### src/rtl/i2c_target.sv
// I2C-style target: oversampled SCL/SDA, 7-bit address + RNW, one 16-bit word per transfer.
// SDA is only ever pulled low; SDA_OE selects between driving 0 and releasing the line.
module i2c_target #(
   parameter logic [6:0] TARGET_ADDR = 7'h2A,
   parameter int         SYNC_STAGES = 2
) (
   input  logic        CLK,
   input  logic        RESET,
   input  logic        SCL,
   input  logic        SDA_IN,
   output logic        SDA_OE,
   output logic        SDA_OUT,
   input  logic [15:0] RD_DATA,
   output logic [15:0] WR_DATA,
   output logic        WR_STB,
   output logic        BUSY
);

   typedef enum logic [2:0] {
      IDLE,
      ADDR,
      ADDR_ACK,
      WR_BYTE,
      WR_ACK,
      RD_BYTE,
      RD_ACK,
      WAIT_STOP
   } state_t;

   // Synchronizers and edge-detect copies run free of reset so that pin levels
   // are already settled when reset releases and no phantom events appear.
   logic [SYNC_STAGES-1:0] scl_sync_q, scl_sync_d;
   logic [SYNC_STAGES-1:0] sda_sync_q, sda_sync_d;
   logic                   scl_prev_q, scl_prev_d;
   logic                   sda_prev_q, sda_prev_d;

   logic scl_s, sda_s;
   logic scl_rise, scl_fall, start_det, stop_det;

   state_t      state_q, state_d;
   logic [3:0]  bit_cnt_q, bit_cnt_d;
   logic        byte_idx_q, byte_idx_d;
   logic        rnw_q, rnw_d;
   logic        ack_ok_q, ack_ok_d;
   logic [7:0]  addr_sh_q, addr_sh_d;
   logic [15:0] wr_sh_q, wr_sh_d;
   logic [15:0] rd_sh_q, rd_sh_d;
   logic        sda_oe_q, sda_oe_d;
   logic [15:0] wr_data_q, wr_data_d;
   logic        wr_stb_q, wr_stb_d;
   logic        busy_q, busy_d;

   always_comb begin
      scl_sync_d = {scl_sync_q[SYNC_STAGES-2:0], SCL};
      sda_sync_d = {sda_sync_q[SYNC_STAGES-2:0], SDA_IN};
      scl_prev_d = scl_sync_q[SYNC_STAGES-1];
      sda_prev_d = sda_sync_q[SYNC_STAGES-1];
   end

   always_ff @(posedge CLK) begin
      scl_sync_q <= scl_sync_d;
      sda_sync_q <= sda_sync_d;
      scl_prev_q <= scl_prev_d;
      sda_prev_q <= sda_prev_d;
   end

   assign scl_s     = scl_sync_q[SYNC_STAGES-1];
   assign sda_s     = sda_sync_q[SYNC_STAGES-1];
   assign scl_rise  = scl_s & ~scl_prev_q;
   assign scl_fall  = ~scl_s & scl_prev_q;
   assign start_det = scl_s & scl_prev_q & sda_prev_q & ~sda_s;
   assign stop_det  = scl_s & scl_prev_q & ~sda_prev_q & sda_s;

   always_comb begin
      state_d    = state_q;
      bit_cnt_d  = bit_cnt_q;
      byte_idx_d = byte_idx_q;
      rnw_d      = rnw_q;
      ack_ok_d   = ack_ok_q;
      addr_sh_d  = addr_sh_q;
      wr_sh_d    = wr_sh_q;
      rd_sh_d    = rd_sh_q;
      sda_oe_d   = sda_oe_q;
      wr_data_d  = wr_data_q;
      wr_stb_d   = 1'b0;
      busy_d     = busy_q;

      if (start_det) begin
         state_d    = ADDR;
         bit_cnt_d  = 4'd0;
         byte_idx_d = 1'b0;
         sda_oe_d   = 1'b0;
         busy_d     = 1'b1;
      end else if (stop_det) begin
         state_d  = IDLE;
         sda_oe_d = 1'b0;
         busy_d   = 1'b0;
      end else begin
         case (state_q)
            IDLE: ;

            ADDR: begin
               if (scl_rise) begin
                  addr_sh_d = {addr_sh_q[6:0], sda_s};
                  bit_cnt_d = bit_cnt_q + 4'd1;
               end else if (scl_fall && bit_cnt_q == 4'd8) begin
                  bit_cnt_d = 4'd0;
                  if (addr_sh_q[7:1] == TARGET_ADDR) begin
                     sda_oe_d = 1'b1;
                     rnw_d    = addr_sh_q[0];
                     rd_sh_d  = RD_DATA;
                     state_d  = ADDR_ACK;
                  end else begin
                     state_d = WAIT_STOP;
                  end
               end
            end

            ADDR_ACK: begin
               if (scl_fall) begin
                  byte_idx_d = 1'b0;
                  if (rnw_q) begin
                     sda_oe_d  = ~rd_sh_q[15];
                     rd_sh_d   = {rd_sh_q[14:0], 1'b0};
                     bit_cnt_d = 4'd1;
                     state_d   = RD_BYTE;
                  end else begin
                     sda_oe_d  = 1'b0;
                     bit_cnt_d = 4'd0;
                     state_d   = WR_BYTE;
                  end
               end
            end

            WR_BYTE: begin
               if (scl_rise) begin
                  wr_sh_d   = {wr_sh_q[14:0], sda_s};
                  bit_cnt_d = bit_cnt_q + 4'd1;
               end else if (scl_fall && bit_cnt_q == 4'd8) begin
                  sda_oe_d  = 1'b1;
                  bit_cnt_d = 4'd0;
                  state_d   = WR_ACK;
               end
            end

            WR_ACK: begin
               if (scl_fall) begin
                  sda_oe_d = 1'b0;
                  if (!byte_idx_q) begin
                     byte_idx_d = 1'b1;
                     state_d    = WR_BYTE;
                  end else begin
                     wr_data_d = wr_sh_q;
                     wr_stb_d  = 1'b1;
                     state_d   = WAIT_STOP;
                  end
               end
            end

            // bit_cnt counts bits already presented on the line
            RD_BYTE: begin
               if (scl_fall) begin
                  if (bit_cnt_q == 4'd8) begin
                     sda_oe_d  = 1'b0;
                     bit_cnt_d = 4'd0;
                     state_d   = RD_ACK;
                  end else begin
                     sda_oe_d  = ~rd_sh_q[15];
                     rd_sh_d   = {rd_sh_q[14:0], 1'b0};
                     bit_cnt_d = bit_cnt_q + 4'd1;
                  end
               end
            end

            RD_ACK: begin
               if (scl_rise) begin
                  ack_ok_d = ~sda_s;
               end else if (scl_fall) begin
                  if (ack_ok_q && !byte_idx_q) begin
                     sda_oe_d   = ~rd_sh_q[15];
                     rd_sh_d    = {rd_sh_q[14:0], 1'b0};
                     bit_cnt_d  = 4'd1;
                     byte_idx_d = 1'b1;
                     state_d    = RD_BYTE;
                  end else begin
                     sda_oe_d = 1'b0;
                     state_d  = WAIT_STOP;
                  end
               end
            end

            WAIT_STOP: sda_oe_d = 1'b0;

            default: begin
               state_d  = IDLE;
               sda_oe_d = 1'b0;
            end
         endcase
      end
   end

   always_ff @(posedge CLK) begin
      if (RESET) begin
         state_q    <= IDLE;
         bit_cnt_q  <= 4'd0;
         byte_idx_q <= 1'b0;
         rnw_q      <= 1'b0;
         ack_ok_q   <= 1'b0;
         addr_sh_q  <= 8'd0;
         wr_sh_q    <= 16'd0;
         rd_sh_q    <= 16'd0;
         sda_oe_q   <= 1'b0;
         wr_data_q  <= 16'd0;
         wr_stb_q   <= 1'b0;
         busy_q     <= 1'b0;
      end else begin
         state_q    <= state_d;
         bit_cnt_q  <= bit_cnt_d;
         byte_idx_q <= byte_idx_d;
         rnw_q      <= rnw_d;
         ack_ok_q   <= ack_ok_d;
         addr_sh_q  <= addr_sh_d;
         wr_sh_q    <= wr_sh_d;
         rd_sh_q    <= rd_sh_d;
         sda_oe_q   <= sda_oe_d;
         wr_data_q  <= wr_data_d;
         wr_stb_q   <= wr_stb_d;
         busy_q     <= busy_d;
      end
   end

   assign SDA_OE  = sda_oe_q;
   assign SDA_OUT = 1'b0;
   assign WR_DATA = wr_data_q;
   assign WR_STB  = wr_stb_q;
   assign BUSY    = busy_q;

endmodule

### config.mk
export PLATFORM = sky130hd
export DESIGN_NAME = i2c_target
export DESIGN_NICKNAME = d
export VERILOG_FILES = /design/src/rtl/i2c_target.sv
export SDC_FILE = /design/constraint.sdc
export NUM_CORES = 1
export LEC_CHECK = 0
export CAP_MARGIN = 15
export CORE_MARGIN = 4
export CORE_UTILIZATION = 45
export CTS_BUF_LIST = sky130_fd_sc_hd__clkbuf_16
export CTS_CLUSTER_DIAMETER = 40
export DETAILED_ROUTE_END_ITERATION = 16
export GPL_ROUTABILITY_DRIVEN = 0
export GPL_TIMING_DRIVEN = 0
export MAX_ROUTING_LAYER = met4
export PLACE_DENSITY = 0.71
export SLEW_MARGIN = 20
export SYNTH_ARGS = -nofsm -noshare
export SYNTH_HDL_FRONTEND = slang
export SYNTH_SLANG_ARGS = --single-unit
### constraint.sdc
create_clock -name CLK -period 3.29 [get_ports CLK]
set_input_delay 0.658 -clock CLK [delete_from_list [all_inputs] [get_ports CLK]]
set_output_delay 0.658 -clock CLK [all_outputs]
set_load 0.005 [all_outputs]
==> flow_metrics.py <==
metrics = {
    "final_layout": {
        "nFillCells": 621,
        "area_growth_pct": 23.82,
        "nNetsFinal": 440,
        "diodes": 0,
        "drive_above_1_share_pct": 7.801,
    },
    "setup_path": {
        "worst-path-buf-inv": 2,
        "endpoint_kind": "flip-flop",
        "worst-setup-path-type": "reg2reg",
        "start_kind": "flip-flop",
        "path_cells": "inv_1 > ha_1 > nand3b_1 > a2bb2oi_1 > o22ai_1 > clkbuf_1 > a21oi_1 > a311oi_1",
        "crit_required_ps": 3530,
        "slowest_stage": "clkbuf_1",
        "arrival_ps": 2460,
        "crit_fanout": 10,
        "critPathMaxStageDelay_ps": 390,
        "critical-path-top-delay-family": "compound AO/OA/AOI/OAI gates",
    },
    "cts": {
        "cts_tree": "done",
        "post_cts_buffers": 0,
        "cts_hold_buffers": 0,
        "cts-buffers-inserted": 9,
        "insertion_delay_ps": 340,
        "clk_transition_reported_paths_ps": 60,
        "cts_sinks": 75,
        "cts-resized-gates": 0,
        "root_buffer": "clkbuf_16",
        "clock_tree.buffer_depth": 2,
        "htreeDepth": 3,
    },
    "power": {
        "finalPower_uw": 2091,
        "power_frac_seq_pct": 45.4,
        "pwr-share-clk_pct": 45.3,
        "leakage_uw": 0.001649,
        "pwr-share-comb_pct": 9.3,
        "power.internal_uw": 1544,
        "power_density_nw_per_um2": 515.2,
        "power.switching_uw": 547.2,
        "switching_share_pct": 26.17,
        "max-vdd-ir-drop_uv": 365.9,
    },
    "logic_synthesis": {
        "ys_seq_area_share_pct": 45.80,
        "yosys.area.top_type_share_pct": 45.80,
        "synth_top_area_cell": "dfxtp_1",
        "synth_area_um2": 3278,
        "muxShareOfSynthArea_pct": 11.30,
        "syn_avg_cell_area_um2": 8.860,
        "synthTopCellsByArea": "dfxtp_1 46%, mux2i_1 11%, a21oi_1 7.5%",
        "synth_fp_nets": 392,
        "ys_ff_latch": 75,
        "syn-instance-count": 370,
        "synthSimpleGateAreaFrac_pct": 18.55,
        "ys_async_sr_fraction_pct": 0,
        "synth_top_family_by_area": "simple AND/OR/NAND/NOR gates",
        "synth_edf_count": 0,
        "synth_compound_area_share_pct": 18.40,
        "synth_xor_area_share_pct": 0.2672,
        "synthDistinctLibCells": 53,
        "ys_warn_count": 0,
        "yosys_most_used_dff": "dfxtp_1",
        "synth_fa_ha_area_share_pct": 1.069,
    },
    "global_routing": {
        "grt_pass1_wl_um": 12500,
        "antenna_found_initial": 0,
        "grt.total_usage_pct": 18.60,
        "first_global_vias": 2708,
        "grt_max_degree": 17,
        "gr-total-overflow": 0,
    },
    "floorplan": {
        "start_util_pct": 47.21,
        "die_h_um": 93.35,
        "fp.dieW_um": 93.35,
        "pin_count": 40,
        "rows": 30,
        "die_area_um2": 8714,
        "core-area_um2": 6944,
    },
    "sta": {
        "fin_worst_skew_ps": 9.898,
        "rsz0062_at_grt": "no",
        "slew-limit-headroom_pct": 49.20,
        "worst_pin_slew_ps": 752.0,
        "hold_viol": 0,
        "period_needed_ps": 2227,
        "setup_viol": 0,
        "fin_setup_tns_ps": 0,
        "slew_violations": 0,
        "fin_crit_sh_pct": 67.69,
        "fmax_mhz": 449.0,
    },
    "drt": {
        "routed_wirelength_um": 7598,
        "detail_route.wl_per_cell_um": 14.64,
        "postRouteAntennaNets": 0,
        "first_pass_iters": 5,
        "viasPerCell": 5.568,
        "drc": 0,
        "num_vias": 2890,
        "drt_iter0_drc": 122,
    },
    "placed_design": {
        "dp_hpwl_um": 5397,
        "io_buffers": 37,
    },
    "outcome": {
        "status": "finished clean",
    },
    "run": {
        "maxCapViolCount": 0,
    },
    "min_path": {
        "hp-class": "reg2reg",
    },
}
## power groups by stage
stage	Combinational, µW	Clock [µW]	Sequential [µW]
after floorplan	134	0	965
after global placement	189	0	969
after detailed placement	192	0	970
after CTS	193	970	950
after global routing	212	1010	953
final	194	947	950
## per-stage QoR
stage	instances	instance area, µm²	worst slack [ps]	hold WS (ps)	util [%]
2_1_floorplan	370	3278	1487	309.6	-
4_1_cts	519	4059	1077	327.2	58.45
3_5_place_dp	503	3769	1117	312.1	54.27
5_1_grt	519	4059	875.6	336.3	58.45
3_3_place_gp	503	3769	1141	313.1	54.27
6_report	519	4059	1063	326.7	58.45
## synth_stat cells, types with 4 or more instances
cell      instances
dfxtp_1          75
a21oi_1          49
nand2_1          48
mux2i_1          37
nor2_1           32
clkbuf_1         16
a311oi_1         15
nand3_1          12
buf_2             7
o21ai_0           6
inv_1             5
nand2b_1          4
nor3_1            4
## routing by layer
metal | global-route usage, % | vias to the layer above | part of all wire, %
li1 | - | 1416 | -
met1 | 23.30 | 1363 | 44
met3 | 4.023 | 19 | 5.0
met5 | - | - | 0
met4 | 9.768 | 0 | 2.4
met2 | 28.11 | 92 | 48
## flip-flops by register name, indices dropped and copies added (netlist names)
| signal | count |
|---|---|
| sda_prev_q | 1 |
| sda_sync_q | 2 |
| rd_sh_q | 16 |
| SDA_OE | 1 |
| rnw_q | 1 |
| WR_DATA | 16 |
| state_q | 3 |
| byte_idx_q | 1 |
| BUSY | 1 |
| bit_cnt_q | 4 |
| addr_sh_q | 8 |
| scl_sync_q | 2 |
| scl_prev_q | 1 |
| wr_sh_q | 16 |
| WR_STB | 1 |
| ack_ok_q | 1 |
## layout make-up
type,instances,area (µm²),area share (%)
Sequential cell,75,1501,36.99
Clock buffer,9,225.2,5.549
Inverter,6,22.52,0.5549
Multi-Input combinational cell,261,1629,40.14
Buffer,28,125.1,3.083
Clock inverter,7,65.06,1.603
Tap cell,96,120.1,2.959
Timing Repair Buffer,37,370.4,9.125
## path summary, 6_finish.rpt
| check | start | end | slack, ps | depth (start not counted) |
|---|---|---|---|---|
| max | bit_cnt_q[0] | rd_sh_q[3] | 1060 | 8 |
| min | scl_sync_q[0] | scl_sync_q[1] | 330 | 0 |
| max reg2reg | bit_cnt_q[0] | rd_sh_q[3] | 1060 | 8 |
| min reg2reg | scl_sync_q[0] | scl_sync_q[1] | 330 | 0 |
## worst register-to-register path: stages (launching register included)
cell       delay (ps)
dfxtp_1           370
inv_1              80
ha_1              210
nand3b_1          210
a2bb2oi_1         110
o22ai_1           360
clkbuf_1          400
a21oi_1           130
a311oi_1          280
## layout by cell type (no fill, tap or decap), drive strengths merged, types with 2 or more instances in the layout
cell type / instances
nor3b: 4
a221oi: 2
nor2b: 3
o22ai: 2
nand2b: 4
dfxtp: 75
and3b: 2
nand3b: 3
mux2i: 37
a311oi: 15
o21ai: 8
nor2: 33
a21oi: 49
a211oi: 3
o221a: 2
and3: 2
and2: 3
inv: 11
clkdlybuf4s50: 37
nand3: 12
ha: 2
buf: 12
nor3: 4
a2bb2oi: 2
nand2: 48
nand4: 3
clkbuf: 25
## cell families (layout without fill, tap and decap cells)
group           Yosys count  in the layout
flops                    75             75
compound gates           93             93
simple gates            126            126
mux                      37             37
buf+inv                  34             87
fa+ha+maj                 3              3
xor+xnor                  1              1
other cells               1              1
Note: power is estimated with default switching activity, not from simulation.
